$ cat src/rtl/copperv_read_arbiter.sv
// Round-robin arbiter sharing one memory read port between the fetch (i_*) and load (d_*) channels.
// Optional performance counters are enabled by defining ARB_PERF_CNT_EN.
module copperv_read_arbiter #(
    parameter int ADDR_WIDTH      = 32,
    parameter int DATA_WIDTH      = 32,
    parameter int MAX_OUTSTANDING = 4
) (
    input  logic                  clk,
    input  logic                  rst,
    input  logic                  i_raddr_valid,
    output logic                  i_raddr_ready,
    input  logic [ADDR_WIDTH-1:0] i_raddr,
    output logic                  i_rdata_valid,
    input  logic                  i_rdata_ready,
    output logic [DATA_WIDTH-1:0] i_rdata,
    input  logic                  d_raddr_valid,
    output logic                  d_raddr_ready,
    input  logic [ADDR_WIDTH-1:0] d_raddr,
    output logic                  d_rdata_valid,
    input  logic                  d_rdata_ready,
    output logic [DATA_WIDTH-1:0] d_rdata,
    output logic                  m_raddr_valid,
    input  logic                  m_raddr_ready,
    output logic [ADDR_WIDTH-1:0] m_raddr,
    input  logic                  m_rdata_valid,
    output logic                  m_rdata_ready,
    input  logic [DATA_WIDTH-1:0] m_rdata,
    output logic                  err_unexpected
`ifdef ARB_PERF_CNT_EN
    ,
    output logic [31:0]           i_grant_cnt,
    output logic [31:0]           d_grant_cnt,
    output logic [31:0]           stall_cnt
`endif
);

    localparam int PTR_W = $clog2(MAX_OUTSTANDING);
    localparam logic [PTR_W:0] MAX_CNT = (PTR_W + 1)'(MAX_OUTSTANDING);

    typedef enum logic {IDLE, ISSUE} state_t;

    state_t                     state;
    logic                       last_grant;
    logic                       pending_tag;
    logic [MAX_OUTSTANDING-1:0] tag_mem;
    logic [PTR_W-1:0]           wr_ptr;
    logic [PTR_W-1:0]           rd_ptr;
    logic [PTR_W:0]             count;

    logic grant_ok;
    logic pick_d;
    logic i_hs;
    logic d_hs;
    logic head;
    logic nonempty;
    logic push;
    logic pop;

    // Tag 0 is the fetch channel, 1 the load channel; when both ask, the one not granted last wins.
    assign grant_ok      = (state == IDLE) && (count < MAX_CNT);
    assign pick_d        = d_raddr_valid && (!i_raddr_valid || !last_grant);
    assign i_raddr_ready = grant_ok && i_raddr_valid && !pick_d;
    assign d_raddr_ready = grant_ok && pick_d;
    assign i_hs          = i_raddr_valid && i_raddr_ready;
    assign d_hs          = d_raddr_valid && d_raddr_ready;

    assign nonempty      = (count != '0);
    assign head          = tag_mem[rd_ptr];
    assign i_rdata_valid = nonempty && m_rdata_valid && !head;
    assign d_rdata_valid = nonempty && m_rdata_valid && head;
    assign m_rdata_ready = nonempty && (head ? d_rdata_ready : i_rdata_ready);
    assign i_rdata       = m_rdata;
    assign d_rdata       = m_rdata;

    assign push = m_raddr_valid && m_raddr_ready;
    assign pop  = m_rdata_valid && m_rdata_ready;

    always_ff @(posedge clk or posedge rst) begin
        if (rst) begin
            state         <= IDLE;
            last_grant    <= 1'b1;
            pending_tag   <= 1'b0;
            m_raddr       <= '0;
            m_raddr_valid <= 1'b0;
        end else begin
            case (state)
                IDLE: begin
                    if (i_hs || d_hs) begin
                        m_raddr       <= d_hs ? d_raddr : i_raddr;
                        pending_tag   <= d_hs;
                        last_grant    <= d_hs;
                        m_raddr_valid <= 1'b1;
                        state         <= ISSUE;
                    end
                end
                ISSUE: begin
                    if (m_raddr_ready) begin
                        m_raddr_valid <= 1'b0;
                        state         <= IDLE;
                    end
                end
                default: state <= IDLE;
            endcase
        end
    end

    // In-order owner FIFO; grants stop at MAX_OUTSTANDING so a push never finds it full.
    always_ff @(posedge clk or posedge rst) begin
        if (rst) begin
            tag_mem        <= '0;
            wr_ptr         <= '0;
            rd_ptr         <= '0;
            count          <= '0;
            err_unexpected <= 1'b0;
        end else begin
            if (push) begin
                tag_mem[wr_ptr] <= pending_tag;
                wr_ptr          <= wr_ptr + 1'b1;
            end
            if (pop) begin
                rd_ptr <= rd_ptr + 1'b1;
            end
            case ({push, pop})
                2'b10:   count <= count + 1'b1;
                2'b01:   count <= count - 1'b1;
                default: count <= count;
            endcase
            if (!nonempty && m_rdata_valid) begin
                err_unexpected <= 1'b1;
            end
        end
    end

`ifdef ARB_PERF_CNT_EN
    always_ff @(posedge clk or posedge rst) begin
        if (rst) begin
            i_grant_cnt <= '0;
            d_grant_cnt <= '0;
            stall_cnt   <= '0;
        end else begin
            if (i_hs && i_grant_cnt != '1) begin
                i_grant_cnt <= i_grant_cnt + 1'b1;
            end
            if (d_hs && d_grant_cnt != '1) begin
                d_grant_cnt <= d_grant_cnt + 1'b1;
            end
            if ((i_raddr_valid || d_raddr_valid) && !(i_hs || d_hs) && stall_cnt != '1) begin
                stall_cnt <= stall_cnt + 1'b1;
            end
        end
    end
`endif

endmodule

$ cat config.mk
export PLATFORM = sky130hd
export DESIGN_NAME = copperv_read_arbiter
export DESIGN_NICKNAME = d
export VERILOG_FILES = /design/src/rtl/copperv_read_arbiter.sv
export SDC_FILE = /design/constraint.sdc
export NUM_CORES = 1
export LEC_CHECK = 0
export CAP_MARGIN = 40
export CORE_AREA = 4 4 94 96
export DETAILED_ROUTE_END_ITERATION = 12
export DIE_AREA = 0 0 98 100
export PLACE_DENSITY = 0.91
export SETUP_SLACK_MARGIN = 0.2
export SYNTH_ARGS = -nofsm -noshare
export SYNTH_HDL_FRONTEND = slang
export SYNTH_SLANG_ARGS = --single-unit
$ cat constraint.sdc
create_clock -name clk -period 2.4 [get_ports clk]
set_clock_uncertainty 0.15 [all_clocks]
set_input_delay 0.24 -clock clk [delete_from_list [all_inputs] [get_ports clk]]
set_output_delay 0.24 -clock clk [all_outputs]
set_load 0.05 [all_outputs]
== Yosys cells after proc, flatten, opt, wreduce, memory -nomap -nowiden ==
Cells that the tools add are included.

* Add/subtract/negate cells: 4
* Magnitude comparators: 4
* Eq/ne operators: 4
* Multiplexer cells: 14
* Bitwise logic cells: 1
* Reductions and logical operators: 26

{| class="wikitable"
|+ Operators with widths
! kind !! count
|-
| $mux W32 || 1
|-
| $logic_and A1 B1 Y1 || 15
|-
| $mux W1 || 7
|-
| $lt A2 B3 Y1 const B || 2
|-
| $pmux W3 S2 || 1
|-
| $logic_not A1 Y1 || 5
|-
| $add A2 B1 Y2 const B || 2
|-
| $bwmux W4 || 1
|-
| $pmux W1 S2 || 2
|-
| $reduce_and A2 Y1 || 2
|-
| $add A3 B1 Y3 const B || 1
|-
| $lt A3 B3 Y1 const B || 1
|-
| $reduce_bool A3 Y1 || 1
|-
| $sub A3 B1 Y3 const B || 1
|-
| $bmux W1 S2 || 1
|-
| $demux W1 S2 || 1
|-
| $eq A2 B1 Y1 const B || 1
|-
| $eq A2 B2 Y1 const B || 1
|-
| $ge A2 B1 Y1 const B || 1
|-
| $logic_or A1 B1 Y1 || 2
|-
| $ne A2 B1 Y1 const B || 1
|-
| $ne A2 B2 Y1 const B || 1
|-
| $reduce_bool A2 Y1 || 1
|-
| $not A1 Y1 || 1
|}

* Flip-flop bits (word level): 48
* Bits of input ports: 104
* Output and inout bits: 103
* Logic and storage cells: 63

== Depth between registers and ports, before layout ==
* Depth after elaboration: 9
* Gate-level depth with buffers: 10
* Mapped depth without buffers: 10

== Worst setup path before layout ==
No wires, ideal clock.

* Path type: register -> register
* Start: reg rd_ptr[1]
* End: reg count[2]
* Library setup time: 0.079 ns
* Arrival time: 1.989 ns
* Data required time: 2.171 ns
* Setup slack: 0.181 ns
* Stages on the path, launching flop included: 11
* Path buffers: 0
* Clock period less this slack: 2.219 ns
* Cell sequence: dfrtp_1 > mux2i_1 > mux2i_1 > mux2i_1 > nor2_1 > ha_1 > inv_1 > fa_1 > xor2_1 > nor2_1 > xor2_1

* Word-level cells in the longest chain between the ends: 7
* Elaborated cells on any way between the ends: 9
* Classes of those cells: 2 x eq/ne; 4 x mux; 3 x reduce/logical

{| class="wikitable"
|+ Ends and longest elaborated chain
! item !! RTL line !! text
|-
| start: declaration || 47 || <nowiki>logic [PTR_W-1:0] rd_ptr;</nowiki>
|-
| start signal: assignment || 121 || <nowiki>rd_ptr <= rd_ptr + 1'b1;</nowiki>
|-
| $bmux W1 S2 * || 68 || <nowiki>assign head = tag_mem[rd_ptr];</nowiki>
|-
| $mux W1 (implied by the code) * || 68 ||
|-
| $mux W1 * || 71 || <nowiki>assign m_rdata_ready = nonempty && (head ? d_rdata_ready : i_rdata_ready);</nowiki>
|-
| $logic_and A1 B1 Y1 * || 71 ||
|-
| $logic_and A1 B1 Y1 * || 76 || <nowiki>assign pop = m_rdata_valid && m_rdata_ready;</nowiki>
|-
| net pop || 57 || <nowiki>logic pop;</nowiki>
|-
| $eq A2 B1 Y1 / $eq A2 B2 Y1 (equally long branches) || 123 || <nowiki>case ({push, pop})</nowiki>
|-
| $pmux W3 S2 / $reduce_bool A2 Y1 (equally long branches) || -- ||
|-
| end signal: assignment || 124 || <nowiki>2'b10: count <= count + 1'b1;</nowiki>
|-
| end signal: assignment || 125 || <nowiki>2'b01: count <= count - 1'b1;</nowiki>
|-
| end signal: assignment || 126 || <nowiki>default: count <= count;</nowiki>
|-
| end: declaration || 48 || <nowiki>logic [PTR_W:0] count;</nowiki>
|}

Mark *: on every way through the listed nets, which the timed path passes. The rest lies on a longest branch. The select of a mux whose other input is x is not followed.
A chain may end at the register's enable or synchronous reset.

== Worst setup path after layout ==
Ends and elaborated chain as after synthesis.

==> flow_summary.toml <==
[run_status]
status = "finished with violations"
violations = "setup timing"

[synthesis]
synth_top_family_by_area = "buffers and inverters"
synth_fa_ha_area_share_pct = 3.080
synth_xor_xnor_area_share_pct = 1.633
synth_mux_area_share_pct = 4.713
synth_top_area_cell = "dfrtp_1"
synth_compound_area_share_pct = 10.97
ys.flop_type = "dfrtp_1"
syn_area_per_cell_sq_um = 9.715
yosysWarnings = 0
ys_seq_elements = 48
synth-seq-area-share_pct = 44.84
synth_edf_count = 0
synth_nets = 386
synth_top_area_share_pct = 43.86
netlist_area_sq_mm = 0.002681
yosys.area_share.simple_pct = 13.25
synth_most_common_cell = "nand2_1"
async_flop_share_pct = 100.0
synthDistinctLibCells = 29
syn_inst = 276
ys_top_cells_by_count = "nand2_1 (66), buf_4 (64), dfrtp_1 (47), a22oi_1 (33), inv_1 (8)"
ys_top_cells_by_area = "dfrtp_1 (44%), buf_4 (18%), a22oi_1 (9.2%), nand2_1 (9.2%), mux2i_1 (2.6%)"

[global_route]
grt_pass1_vias = 2289
antenna_found_initial = 0
grt_pass1_wl_um = 11060
grt_usage_pct = 13.97
grt_overflow = 0
grt_max_degree = 35

[critical_path]
cp-start-kind = "flop"
cp.arrival_ns = 2.50
cp-startpoint = "rd_ptr[1]"
worstSetupEndpointType = "flop"
r2r_setup_slack_ns = -0.03
regToRegEndpoint = "count[2]"
criticalPathCategory = "reg -> reg"
crit_path_max_fanout = 3
cp.required_ns = 2.47
rr_startpoint = "rd_ptr[1]"
r2r_cells = 10

[clock_network]
cts.sinks = 48
clk_latency_ns = 0.29
cts_tree = "built"
clock_path_buffers = 2
h-tree-depth = 2
clock-root-buffer = "clkbuf_8"
numCtsBuffers = 5
clk_pin_slew_ns = 0.09

[drt]
avgRoutedWirePerCell_um = 15.92
vias_per_cell = 4.735
drtAntennaViolNets = 0
totalWireLength_um = 7021
vias = 2088
first_iter_violations = 66
dr.pass1.iters = 4
remaining_drc_errors = 0

[pwr]
p_total_w = 0.005365
power_density_mw_per_mm2 = 1448
peakVddDrop_mv = 0.5286
p_leak_nw = 1.675

[hold_path]
hold_class = "in -> async"

[floorplanning]
die_w_um = 98
placementRows = 33
core_area_sq_mm = 0.008051
dieArea_sq_mm = 0.009800
initial_utilization_pct = 33.30
ioPinCount = 207
die_y_um = 100

[placed_design]
gp_congestion = 0.8494
port_buffers = 110
dp_hpwl_um = 5295

[finish]
fin_util_pct = 46.03
fillerInstances = 747
n_antenna_cell = 0
drive_gt1_share_pct = 14.58
fin_nets = 445
area_growth_pct = 38.22

[sta]
setup_ws_ns = -0.02530
relSlewSlack_pct = 64.66
post-route-min-period_ns = 2.425
rsz0062_at_grt = "true"
setup_viol = 1
min_period_over_period_pct = 101.1
tns_ns = -0.02530
hold_viol_final = 0
worstMarginPinSlew_ns = 0.5284
slew_violations = 0
max_freq_mhz = 412.3

[flow_run]
cap_violations = 0
state kept, by name, summed over array words and instances (netlist names):
name            count
m_raddr            32
tag_mem             4
count               3
rd_ptr              2
wr_ptr              2
err_unexpected      1
last_grant          1
m_raddr_valid       1
pending_tag         1
state               1
what timing repair did:
action / in CTS / in global routing
hold buffers: 0 / 0
gates cloned: 0 / 0
buffers inserted: 7 / 3
resized for setup: 8 / 10
setup endpoints to repair: 4 / 6
pin swaps: 2 / 0
cells by family (layout without fill, tap and decap cells):
logic type	Yosys count	in the layout
simple gates	83	83
buf+inv	82	142
flops	48	48
compound gates	40	40
mux	12	12
fa+ha+maj	6	6
xor+xnor	5	5
area by class of cell:
cell class                      instances  area (sq um)  area share [%]
Timing Repair Buffer                  126          1294           34.91
Sequential cell                        48          1204           32.48
Multi-Input combinational cell        146         954.7           25.76
Tap cell                              105         131.4           3.545
Clock buffer                            6         82.58           2.228
Inverter                                8         30.03          0.8103
Clock inverter                          2         10.01          0.2701
worst max path at each step:
stage,endpoint
5_1_grt,count[2]
4_1_cts,count[2]
2_1_floorplan,count[2]
3_5_place_dp,count[2]
6_report,count[2]
3_3_place_gp,count[2]
metal layers:
metal	part of all wire [%]	up-vias	track usage [%]
li1	-	966	-
met1	35	985	14.15
met2	52	91	25.65
met3	8.0	46	4.031
met4	4.7	0	7.881
met5	0	-	0
worst max-delay path, cell delays in order (launching register included):
cell,delay (ns)
dfrtp_2,0.47
mux2i_4,0.22
mux2i_2,0.23
mux2i_1,0.15
nor2_1,0.13
ha_2,0.20
inv_2,0.04
fa_2,0.33
xor2_1,0.15
nor2_1,0.13
xor2_1,0.16
through the flow:
stage | hold WS, ns | instances | setup WS (ns) | area (sq um)
after floorplan | 0.1972 | 276 | 0.1886 | 2686
after global placement | 0.2959 | 423 | 0.1182 | 3471
after detailed placement | 0.2957 | 423 | -0.04690 | 3471
after CTS | 0.1210 | 438 | 0.07967 | 3647
after global routing | 0.1443 | 441 | -0.08455 | 3706
final | 0.1135 | 441 | -0.02530 | 3706
cell usage in the layout (no fill, tap or decap), drive strengths merged:
| master | count |
|---|---|
| clkinv | 2 |
| fa | 1 |
| a21o | 2 |
| and3 | 1 |
| dfrtp | 47 |
| nor2 | 6 |
| nor3b | 1 |
| mux2i | 7 |
| o21ai | 3 |
| nor3 | 1 |
| xor2 | 3 |
| buf | 21 |
| clkbuf | 6 |
| nand2b | 1 |
| or3b | 1 |
| a22o | 1 |
| clkdlybuf4s50 | 105 |
| nand2 | 66 |
| a22oi | 33 |
| o31ai | 1 |
| ha | 5 |
| nor2b | 2 |
| mux2 | 5 |
| nand3 | 4 |
| inv | 8 |
| xnor2 | 2 |
| dfstp | 1 |
report_power, final:
group	total, W	leakage (nW)	switching [W]	internal, W
registers	0.00152	0.584	0.000302	0.00122
clock network	0.000499	0.0510	0.000268	0.000231
logic	0.00335	1.04	0.00199	0.00136
total	0.00537	1.68	0.00256	0.00280
(Power assumes the default switching activity.)
